[src/rtl/tis_pkg.sv]
// rtl/tis_pkg.sv - shared types, limits and saturation helper for TIS port links
package tis_pkg;

  localparam int TIS_VMAX = 999;

  typedef logic signed [10:0] tis_word_t;

  typedef enum logic [1:0] {
    CH_EMPTY = 2'd0,
    CH_FULL  = 2'd1,
    CH_DRAIN = 2'd2
  } ch_state_t;

  // Clamp an ACC-format word into +/-vmax
  function automatic tis_word_t tis_sat(input tis_word_t x, input tis_word_t vmax);
    tis_word_t r;
    if (x > vmax) begin
      r = vmax;
    end else if (x < -vmax) begin
      r = -vmax;
    end else begin
      r = x;
    end
    return r;
  endfunction

endpackage

[src/rtl/tis_channel.sv]
// rtl/tis_channel.sv - one-direction single-word rendezvous mailbox with handshake FSM
module tis_channel
  import tis_pkg::*;
#(
  parameter int DW     = 11,
  parameter int BYPASS = 1,
  parameter int VMAX   = TIS_VMAX
) (
  input  logic          clk,
  input  logic          rst,
  input  logic          wr_valid_i,
  input  logic [DW-1:0] wr_data_i,
  output logic          wr_done_o,
  input  logic          rd_req_i,
  output logic [DW-1:0] rd_data_o,
  output logic          rd_ack_o,
  output logic          full_o
);

  localparam logic signed [DW-1:0] VMAX_P = DW'(VMAX);
  localparam logic signed [DW-1:0] VMIN_P = -VMAX_P;

  ch_state_t     state_q, state_d;
  logic [DW-1:0] slot_q, slot_d;
  logic [DW-1:0] last_q, last_d;
  logic [DW-1:0] sat_data;
  logic [DW-1:0] deliver;
  logic          ack;
  logic          done;

  // Saturate the incoming word to the legal ACC range on a signed compare
  always_comb begin
    sat_data = wr_data_i;
    if ($signed(wr_data_i) > VMAX_P) begin
      sat_data = VMAX_P;
    end else if ($signed(wr_data_i) < VMIN_P) begin
      sat_data = VMIN_P;
    end
  end

  // Next-state, slot capture and handshake pulses
  always_comb begin
    state_d = state_q;
    slot_d  = slot_q;
    ack     = 1'b0;
    done    = 1'b0;
    deliver = slot_q;
    unique case (state_q)
      CH_EMPTY: begin
        if (wr_valid_i) begin
          if ((BYPASS != 0) && rd_req_i) begin
            // Writer and reader meet on an empty slot: hand the word straight across
            ack     = 1'b1;
            done    = 1'b1;
            deliver = sat_data;
          end else begin
            slot_d  = sat_data;
            state_d = CH_FULL;
          end
        end
      end
      CH_FULL: begin
        // Writer stays stalled here; its bus is ignored until the slot drains
        if (rd_req_i) begin
          ack     = 1'b1;
          state_d = CH_DRAIN;
        end
      end
      CH_DRAIN: begin
        done    = 1'b1;
        state_d = CH_EMPTY;
      end
      default: begin
        state_d = CH_EMPTY;
      end
    endcase
  end

  // Remember the last delivered word so rd_data never floats between acks
  always_comb begin
    last_d = last_q;
    if (ack) begin
      last_d = deliver;
    end
  end

  // State, slot and last-delivered registers
  always_ff @(posedge clk or negedge rst) begin
    if (!rst) begin
      state_q <= CH_EMPTY;
      slot_q  <= '0;
      last_q  <= '0;
    end else begin
      state_q <= state_d;
      slot_q  <= slot_d;
      last_q  <= last_d;
    end
  end

  // Pulses are masked while reset is held so a bypass cannot fire during reset
  assign rd_ack_o  = ack & rst;
  assign wr_done_o = done & rst;
  assign rd_data_o = rd_ack_o ? deliver : last_q;
  assign full_o    = (state_q == CH_FULL);

endmodule

[src/rtl/tis_link.sv]
// rtl/tis_link.sv - bidirectional blocking port between two adjacent TIS nodes
module tis_link
  import tis_pkg::*;
#(
  parameter int DW     = 11,
  parameter int BYPASS = 1,
  parameter int VMAX   = TIS_VMAX
) (
  input  logic          clk,
  input  logic          rst,
  input  logic          a_wr_valid,
  input  logic [DW-1:0] a_wr_data,
  output logic          a_wr_done,
  input  logic          a_rd_req,
  output logic [DW-1:0] a_rd_data,
  output logic          a_rd_ack,
  input  logic          b_wr_valid,
  input  logic [DW-1:0] b_wr_data,
  output logic          b_wr_done,
  input  logic          b_rd_req,
  output logic [DW-1:0] b_rd_data,
  output logic          b_rd_ack,
  output logic          a2b_full,
  output logic          b2a_full
);

  // A writes, B reads
  tis_channel #(.DW(DW), .BYPASS(BYPASS), .VMAX(VMAX)) u_a2b (
    .clk        (clk),
    .rst        (rst),
    .wr_valid_i (a_wr_valid),
    .wr_data_i  (a_wr_data),
    .wr_done_o  (a_wr_done),
    .rd_req_i   (b_rd_req),
    .rd_data_o  (b_rd_data),
    .rd_ack_o   (b_rd_ack),
    .full_o     (a2b_full)
  );

  // B writes, A reads
  tis_channel #(.DW(DW), .BYPASS(BYPASS), .VMAX(VMAX)) u_b2a (
    .clk        (clk),
    .rst        (rst),
    .wr_valid_i (b_wr_valid),
    .wr_data_i  (b_wr_data),
    .wr_done_o  (b_wr_done),
    .rd_req_i   (a_rd_req),
    .rd_data_o  (a_rd_data),
    .rd_ack_o   (a_rd_ack),
    .full_o     (b2a_full)
  );

endmodule

[config.mk]
export PLATFORM = sky130hd
export DESIGN_NAME = tis_link
export DESIGN_NICKNAME = d
export VERILOG_FILES = /design/src/rtl/tis_pkg.sv /design/src/rtl/tis_channel.sv /design/src/rtl/tis_link.sv
export SDC_FILE = /design/constraint.sdc
export NUM_CORES = 1
export LEC_CHECK = 0
export BUFFER_PORTS_ARGS = -buffer_cell sky130_fd_sc_hd__buf_2
export CORE_MARGIN = 5
export CORE_UTILIZATION = 40
export DETAILED_ROUTE_END_ITERATION = 16
export PLACE_DENSITY = 0.65
export SLEW_MARGIN = 10
export SYNTH_ARGS = -nofsm -noshare
export SYNTH_HDL_FRONTEND = slang
export SYNTH_SLANG_ARGS = --single-unit
[constraint.sdc]
create_clock -name clk -period 2.1 [get_ports clk]
set_input_delay 0.21 -clock clk [delete_from_list [all_inputs] [get_ports clk]]
set_output_delay 0.21 -clock clk [all_outputs]
set_load 0.005 [all_outputs]
==> run metrics, run 1 <==
Final ANT Viol Nets=0; CTS tree=built; Seq/Total Area, Yosys=43.7%; Slew @ Worst Pin=0.323 ns; CP Max Fanout=5; RSZ-0062 raised after global routing=yes; DR WL/cell=15.9 µm; CTS root buf=clkbuf_8; Worst setup EP type=output port; clock power share=20.4%; Clock Tree Buf Depth=2; DRC violations left=0; Vias=2279; HPWL after DPL=4490 µm; Post-layout nets=366; Worst VDD drop=339 µV; P_leak=1.47 nW; Multi-input gate area=1510 µm²; Final Wtd Congestion=0.926; Worst path slowest cell=or4bb_4; Yosys cell types=36; DRT iter0 DRCs=77; clk sinks=48; CTS Buf Count=5; net count after synthesis=300; core area=6760 µm²; #FFs+latches synth=48; Clk pin slew, worst setup/hold paths=0.08 ns; Clock Skew=0.00555 ns; post-DR vias/cell=5.48; first-pass GRT wire length=10200 µm; Slew Limit Fails=0; Critical Path RT=1.89 ns; PD cells=843 nW/µm²; Worst Setup Slack, final=-0.0423 ns; Post-synth EDFFs=0; min Tclk post-route=2.14 ns; final hold vios=0; Die Ht=92.9 µm; Logic pwr share=35.1%; final setup fails=1; fin crit share=102%; port bufs=55; Primary FF master, synth=dfrtp_1; io pins=56; syn_area_per_cell=10.2 µm²; Max Cap Viol=0; H-tree levels=2; Worst EP arrival=1.93 ns; Net Switching=0.857 mW; Layout area overhead=23.6%; layout cells sized above 1=46.1%; slew margin rel.=78.5%; Die X=92.9 µm; crit-path cells=or4bb_4 -> a22o_1 -> mux2_4 -> buf_6; vias in the first global route=2236; FILL cells=635; largest net degree at the start of global routing=33; most frequent cells in the layout=buf_2 (54), dfrtp_1 (45), nor2_1 (44); Hold WC Path Type=input pin to flip-flop; Yosys Warn Count=0; most common cell after layout, fill and taps aside=buf_2; Crit Path Category=flip-flop to output port; slowest stage delay, CP=0.56 ns; Synth Instances=270; Final Total Pwr=2.87 mW; drt first pass iters=4; Startpoint Class=flip-flop; Netlist Area Pre-Place=2750 µm²; failing checks=negative setup slack; Sequential Area=1200 µm²; sw frac=29.9%; Int Power=2.01 mW; DRT Wirelength=6600 µm; Synth async-reset ratio=100%; diodes inserted=0; initial antenna violation count=0; fmax=467 MHz; setup tns final=-0.0423 ns; row count=30; sequential share of power=44.5%; Initial Utilization=40.7%; die area=8640 µm²; outcome=complete, but fails checks; Overflow after GRT=0; total track usage=14.6%; Clk Latency, worst-skew pair=0.29 ns
[final cells by class]
cell class                 instances  share of cell area (%)
inverter                          12                    1.32
clock buffer                       7                    2.83
timing repair buffer              73                    12.9
multi-input combinational        196                    44.5
tap                               80                    2.94
sequential                        48                    35.4
[cell usage after synthesis (2+ instances only)]
cell type | instances | area share [%]
dfrtp_1 | 48 | 44
nor2_1 | 46 | 6.3
mux2_2 | 36 | 15
a31oi_1 | 24 | 5.5
a21oi_2 | 16 | 5.1
nand2b_1 | 14 | 3.2
inv_1 | 12 | 1.6
clkbuf_1 | 7 | 0.96
nand2_1 | 7 | 0.96
a21oi_1 | 6 | 1.1
buf_6 | 6 | 2.5
o22ai_1 | 6 | 1.4
o21ai_1 | 4 | 0.73
buf_2 | 3 | 0.55
a22o_1 | 2 | 0.64
and3b_1 | 2 | 0.64
and4bb_1 | 2 | 0.91
ha_1 | 2 | 0.91
nand4_1 | 2 | 0.45
nor2b_1 | 2 | 0.45
nor3_1 | 2 | 0.36
nor3b_1 | 2 | 0.55
nor3b_4 | 2 | 1.4
nor4_1 | 2 | 0.45
nor4b_1 | 2 | 0.64
o311ai_0 | 2 | 0.64
or4_1 | 2 | 0.55
[metrics by stage]
| stage | cells | hold slack, ns | setup slack, ns | utilization, % | cell area, µm² |
|---|---|---|---|---|---|
| after floorplan | 270 | -0.0856 | 0.308 | - | 2750 |
| after global placement | 400 | 0.0250 | 0.111 | 46.3 | 3130 |
| after detailed placement | 400 | 0.0232 | 0.0808 | 46.3 | 3130 |
| after CTS | 410 | 0.146 | -0.0446 | 48.3 | 3260 |
| after global routing | 416 | 0.171 | -0.0809 | 50.3 | 3400 |
| final | 416 | 0.152 | -0.0423 | 50.3 | 3400 |
[registers in the layout, summed over array words and instances (netlist names)]
signal / flops
u_a2b.last_q: 11
u_b2a.last_q: 11
u_a2b.slot_q: 11
u_a2b.state_q: 2
u_b2a.state_q: 2
u_b2a.slot_q: 11
[kinds of logic (layout without fill, tap and decap cells)]
family	count (synthesis)	in the layout	share of synthesized area (%)
DFF	48	48	43.7
AOI/OAI and AO/OA	63	65	16.6
and+or+nand+nor	92	93	18.3
adders and majority gates	2	2	0.909
muxes	36	36	14.7
buffers and inverters	29	92	5.87
[critical path, delay by kind of cell, from the launching register on]
kind | cells | cell delay, ns
AO/OA/AOI/OAI | 1 | 0.24
buffers and inverters | 1 | 0.12
flip-flops | 1 | 0.45
multiplexers | 1 | 0.27
AND/OR/NAND/NOR | 1 | 0.56
[routing by layer]
layer / share of wire [%] / wire (µm) / global-route usage (%)
met4: 1.3 / 85 / 4.27
met5: 0 / 0 / 0
met1: 45 / 3000 / 18.8
met2: 48 / 3170 / 24.7
met3: 5.2 / 344 / 3.01
[final timing paths]
| path | from | slack (ns) | to | cells past startpoint |
|---|---|---|---|---|
| hold reg to reg | u_b2a.last_q[5]$_DFFE_PN0P_ | 0.51 | u_b2a.last_q[5]$_DFFE_PN0P_ | 1 |
| max in group asynchronous | rst | 1.32 | u_b2a.state_q[0]$_DFFE_PN0P_ | 3 |
| hold / removal | a_rd_req | 0.15 | u_b2a.state_q[0]$_DFFE_PN0P_ | 2 |
| min in group asynchronous | rst | 0.27 | u_a2b.state_q[1]$_DFFE_PN0P_ | 2 |
| setup / recovery | u_b2a.state_q[1]$_DFFE_PN0P_ | -0.04 | a_rd_data[10] | 4 |
| setup reg to reg | u_b2a.state_q[1]$_DFFE_PN0P_ | 0.47 | u_b2a.last_q[10]$_DFFE_PN0P_ | 3 |
[power by group through the flow]
stage               clock network, mW  registers (mW)  logic, mW
CTS                             0.612            1.27      0.956
global route                    0.648            1.31       1.11
floorplan                           0            1.26      0.632
finish                          0.585            1.27       1.01
detailed placement                  0            1.29      0.941
global placement                    0            1.28      0.924
[what timing repair did]
item / 4_1_cts / 5_1_grt
pin swaps: 1 / 4
endpoints found under the setup margin: 21 / 21
gates cloned: 0 / 3
hold buffers: 1 / 0
buffers inserted: 2 / 3
resized for setup: 6 / 23
hold endpoints to repair: 20 / 0
Power figures use the tool's default switching activity.
==> run 2: changes to the inputs <==
--- a/config.mk
+++ b/config.mk
@@ -6,10 +6,11 @@
 export NUM_CORES = 1
 export LEC_CHECK = 0
 export BUFFER_PORTS_ARGS = -buffer_cell sky130_fd_sc_hd__buf_2
-export CORE_MARGIN = 5
+export CORE_MARGIN = 3
 export CORE_UTILIZATION = 40
 export DETAILED_ROUTE_END_ITERATION = 16
 export PLACE_DENSITY = 0.65
+export REMOVE_ABC_BUFFERS = 1
 export SLEW_MARGIN = 10
 export SYNTH_ARGS = -nofsm -noshare
 export SYNTH_HDL_FRONTEND = slang
==> run metrics, run 2 (synthesized netlist as in run 1, its figures left out) <==
outcome=complete, but fails checks; failing checks=negative setup slack; Worst Setup Slack, final=-0.0277 ns (+0.0146 ns); port bufs=55 (unchanged); Worst EP arrival=1.92 ns (about the same); R2R Setup Slk=0.41 ns (-0.06 ns); clk sinks=48 (unchanged); post-DR vias/cell=5.47 (-0.11%); Net Switching=0.890 mW (+3.8%); Final ANT Viol Nets=0 (unchanged); Slew Limit Fails=0 (unchanged); fmax=470 MHz (+0.69%); final hold vios=0 (unchanged); DRT Wirelength=6630 µm (+0.39%); core area=6490 µm² (-3.9%); Int Power=2.03 mW (+1.2%); Logic pwr share=38.1% (+3.0 points); largest net degree at the start of global routing=30 (-9.1%); Max Cap Viol=0 (unchanged); row count=29 (-3.3%); Stages on worst setup path=4 (unchanged); fin crit share=101% (-0.70 points); CTS root buf=clkbuf_8; CTS tree=built; Layout area overhead=27.1%; min Tclk post-route=2.13 ns (-0.0146 ns); Reg-to-Reg End=u_b2a.slot_q[9]$_DFFE_PN0P_; Clock Tree Buf Depth=2 (unchanged); Clock Skew=0.00533 ns (-0.000213 ns); HPWL after DPL=4540 µm (+0.99%); P_leak=1.52 nW (+3.1%); final cell utilization of the core=53.8% (+3.5 points); clock power share=18.1% (-2.3 points); DR WL/cell=15.9 µm (+0.15%); PD cells=835 nW/µm² (-0.89%); total track usage=16.7% (+2.1 points); Initial Utilization=42.4% (+1.6 points); layout cells sized above 1=47.6% (+1.5 points); R2R cell count=5 (+2); Clk Latency, worst-skew pair=0.29 ns (about the same); crit-path cells=or4bb_4 -> a22o_1 -> mux2_4 -> buf_6; Critical Path RT=1.89 ns (about the same); H-tree levels=2 (unchanged); Overflow after GRT=0 (unchanged); final setup fails=1 (unchanged); cell family with most CP delay=simple AND/OR/NAND/NOR gates; io pins=56 (unchanged); Die Ht=88.9 µm (-4.3%); sequential share of power=43.8% (-0.7 points); DRC violations left=0 (unchanged); slowest stage delay, CP=0.54 ns (-0.02 ns); Worst setup EP type=output port; drt first pass iters=4 (unchanged); Die X=88.9 µm (-4.3%); Final Total Pwr=2.92 mW (+2.0%); CP bufs+invs=1 (unchanged); DRT iter0 DRCs=73 (-5.2%); Setup WS pre-CTS=-0.0515 ns (-0.132 ns); slew margin rel.=63.7% (-15 points); RSZ-0062 raised after global routing=yes; CTS Buf Count=5 (unchanged); Post-layout nets=370 (+1.1%); die area=7910 µm² (-8.4%); Clk pin slew, worst setup/hold paths=0.09 ns (about the same); Startpoint Class=flip-flop; Final Wtd Congestion=0.796 (-14%); Slew @ Worst Pin=0.543 ns (+0.220 ns); Worst VDD drop=398 µV (+17%); Hold WC Path Type=input pin to async pin; diodes inserted=0 (unchanged); sw frac=30.5% (+0.55 points); Worst path slowest cell=or4bb_4; vias in the first global route=2137 (-4.4%); RR Startpoint=u_b2a.state_q[0]$_DFFE_PN0P_; first-pass GRT wire length=10500 µm (+2.5%); CP Max Fanout=5 (unchanged); Vias=2282 (+0.13%); Crit Path Category=flip-flop to output port; most frequent cells in the layout=buf_2 (45), dfrtp_1 (45), nor2_1 (43); hold-fix buffers at CTS=0 (-1); initial antenna violation count=0 (unchanged)
-- run 2: power groups by stage --
stage	sequential, mW	combinational [mW]	clock (mW)
2_1_floorplan	1.26	0.608	0
3_3_place_gp	1.28	0.907	0
3_5_place_dp	1.30	0.922	0
4_1_cts	1.27	0.941	0.552
5_1_grt	1.31	1.24	0.591
6_report	1.28	1.11	0.529
-- run 2: cell type report --
class	instances	area, µm²
sequential	48	1200
fill	606	3000
tap	77	96.3
inverter	12	45.0
timing repair buffer	77	510
clock buffer	5	68.8
multi-input combinational	196	1560
clock inverter	2	12.5
-- run 2: worst max path at each step --
stage	from	end
2_1_floorplan	u_a2b.state_q[1]$_DFFE_PN0P_	u_a2b.slot_q[10]$_DFFE_PN0P_
3_3_place_gp	b_wr_data[0]	a_rd_data[0]
3_5_place_dp	b_wr_data[0]	a_rd_data[0]
4_1_cts	u_b2a.state_q[1]$_DFFE_PN0P_	a_rd_data[10]
5_1_grt	u_b2a.state_q[1]$_DFFE_PN0P_	a_rd_data[10]
6_report	u_b2a.state_q[1]$_DFFE_PN0P_	a_rd_data[10]
-- run 2: worst register-to-register path, delay by kind of cell, from the launching register on --
family          cells  cell delay, ns
compound gates      1            0.15
buf+inv             2            0.46
flops               1            0.43
simple gates        2            0.57
-- run 2: metrics by stage --
step	hold slack, ns	TNS (ns)	instances	instance area, µm²
4_1_cts	0.00365	-0.0370	408	3240
3_3_place_gp	0.320	0	397	3110
6_report	0.0251	-0.0277	417	3500
5_1_grt	0.0493	-0.355	417	3500
3_5_place_dp	0.319	-0.0784	397	3110
2_1_floorplan	-0.0856	-9.03	253	2640
-- run 2: layer usage --
layer / GRT usage [%] / vias up / part of all wire (%)
met5: 0 / - / 0
met3: 3.50 / 6 / 3.5
met4: 3.92 / 0 / 0.98
met2: 27.0 / 38 / 49
li1: - / 1112 / -
met1: 23.1 / 1126 / 46
-- run 2: timing repair --
| item | CTS | global route |
|---|---|---|
| pin swaps | 1 | 11 |
| endpoints found under the setup margin | 21 | 22 |
| buffers inserted | 3 | 7 |
| resized for setup | 8 | 41 |
| gates cloned | 1 | 2 |
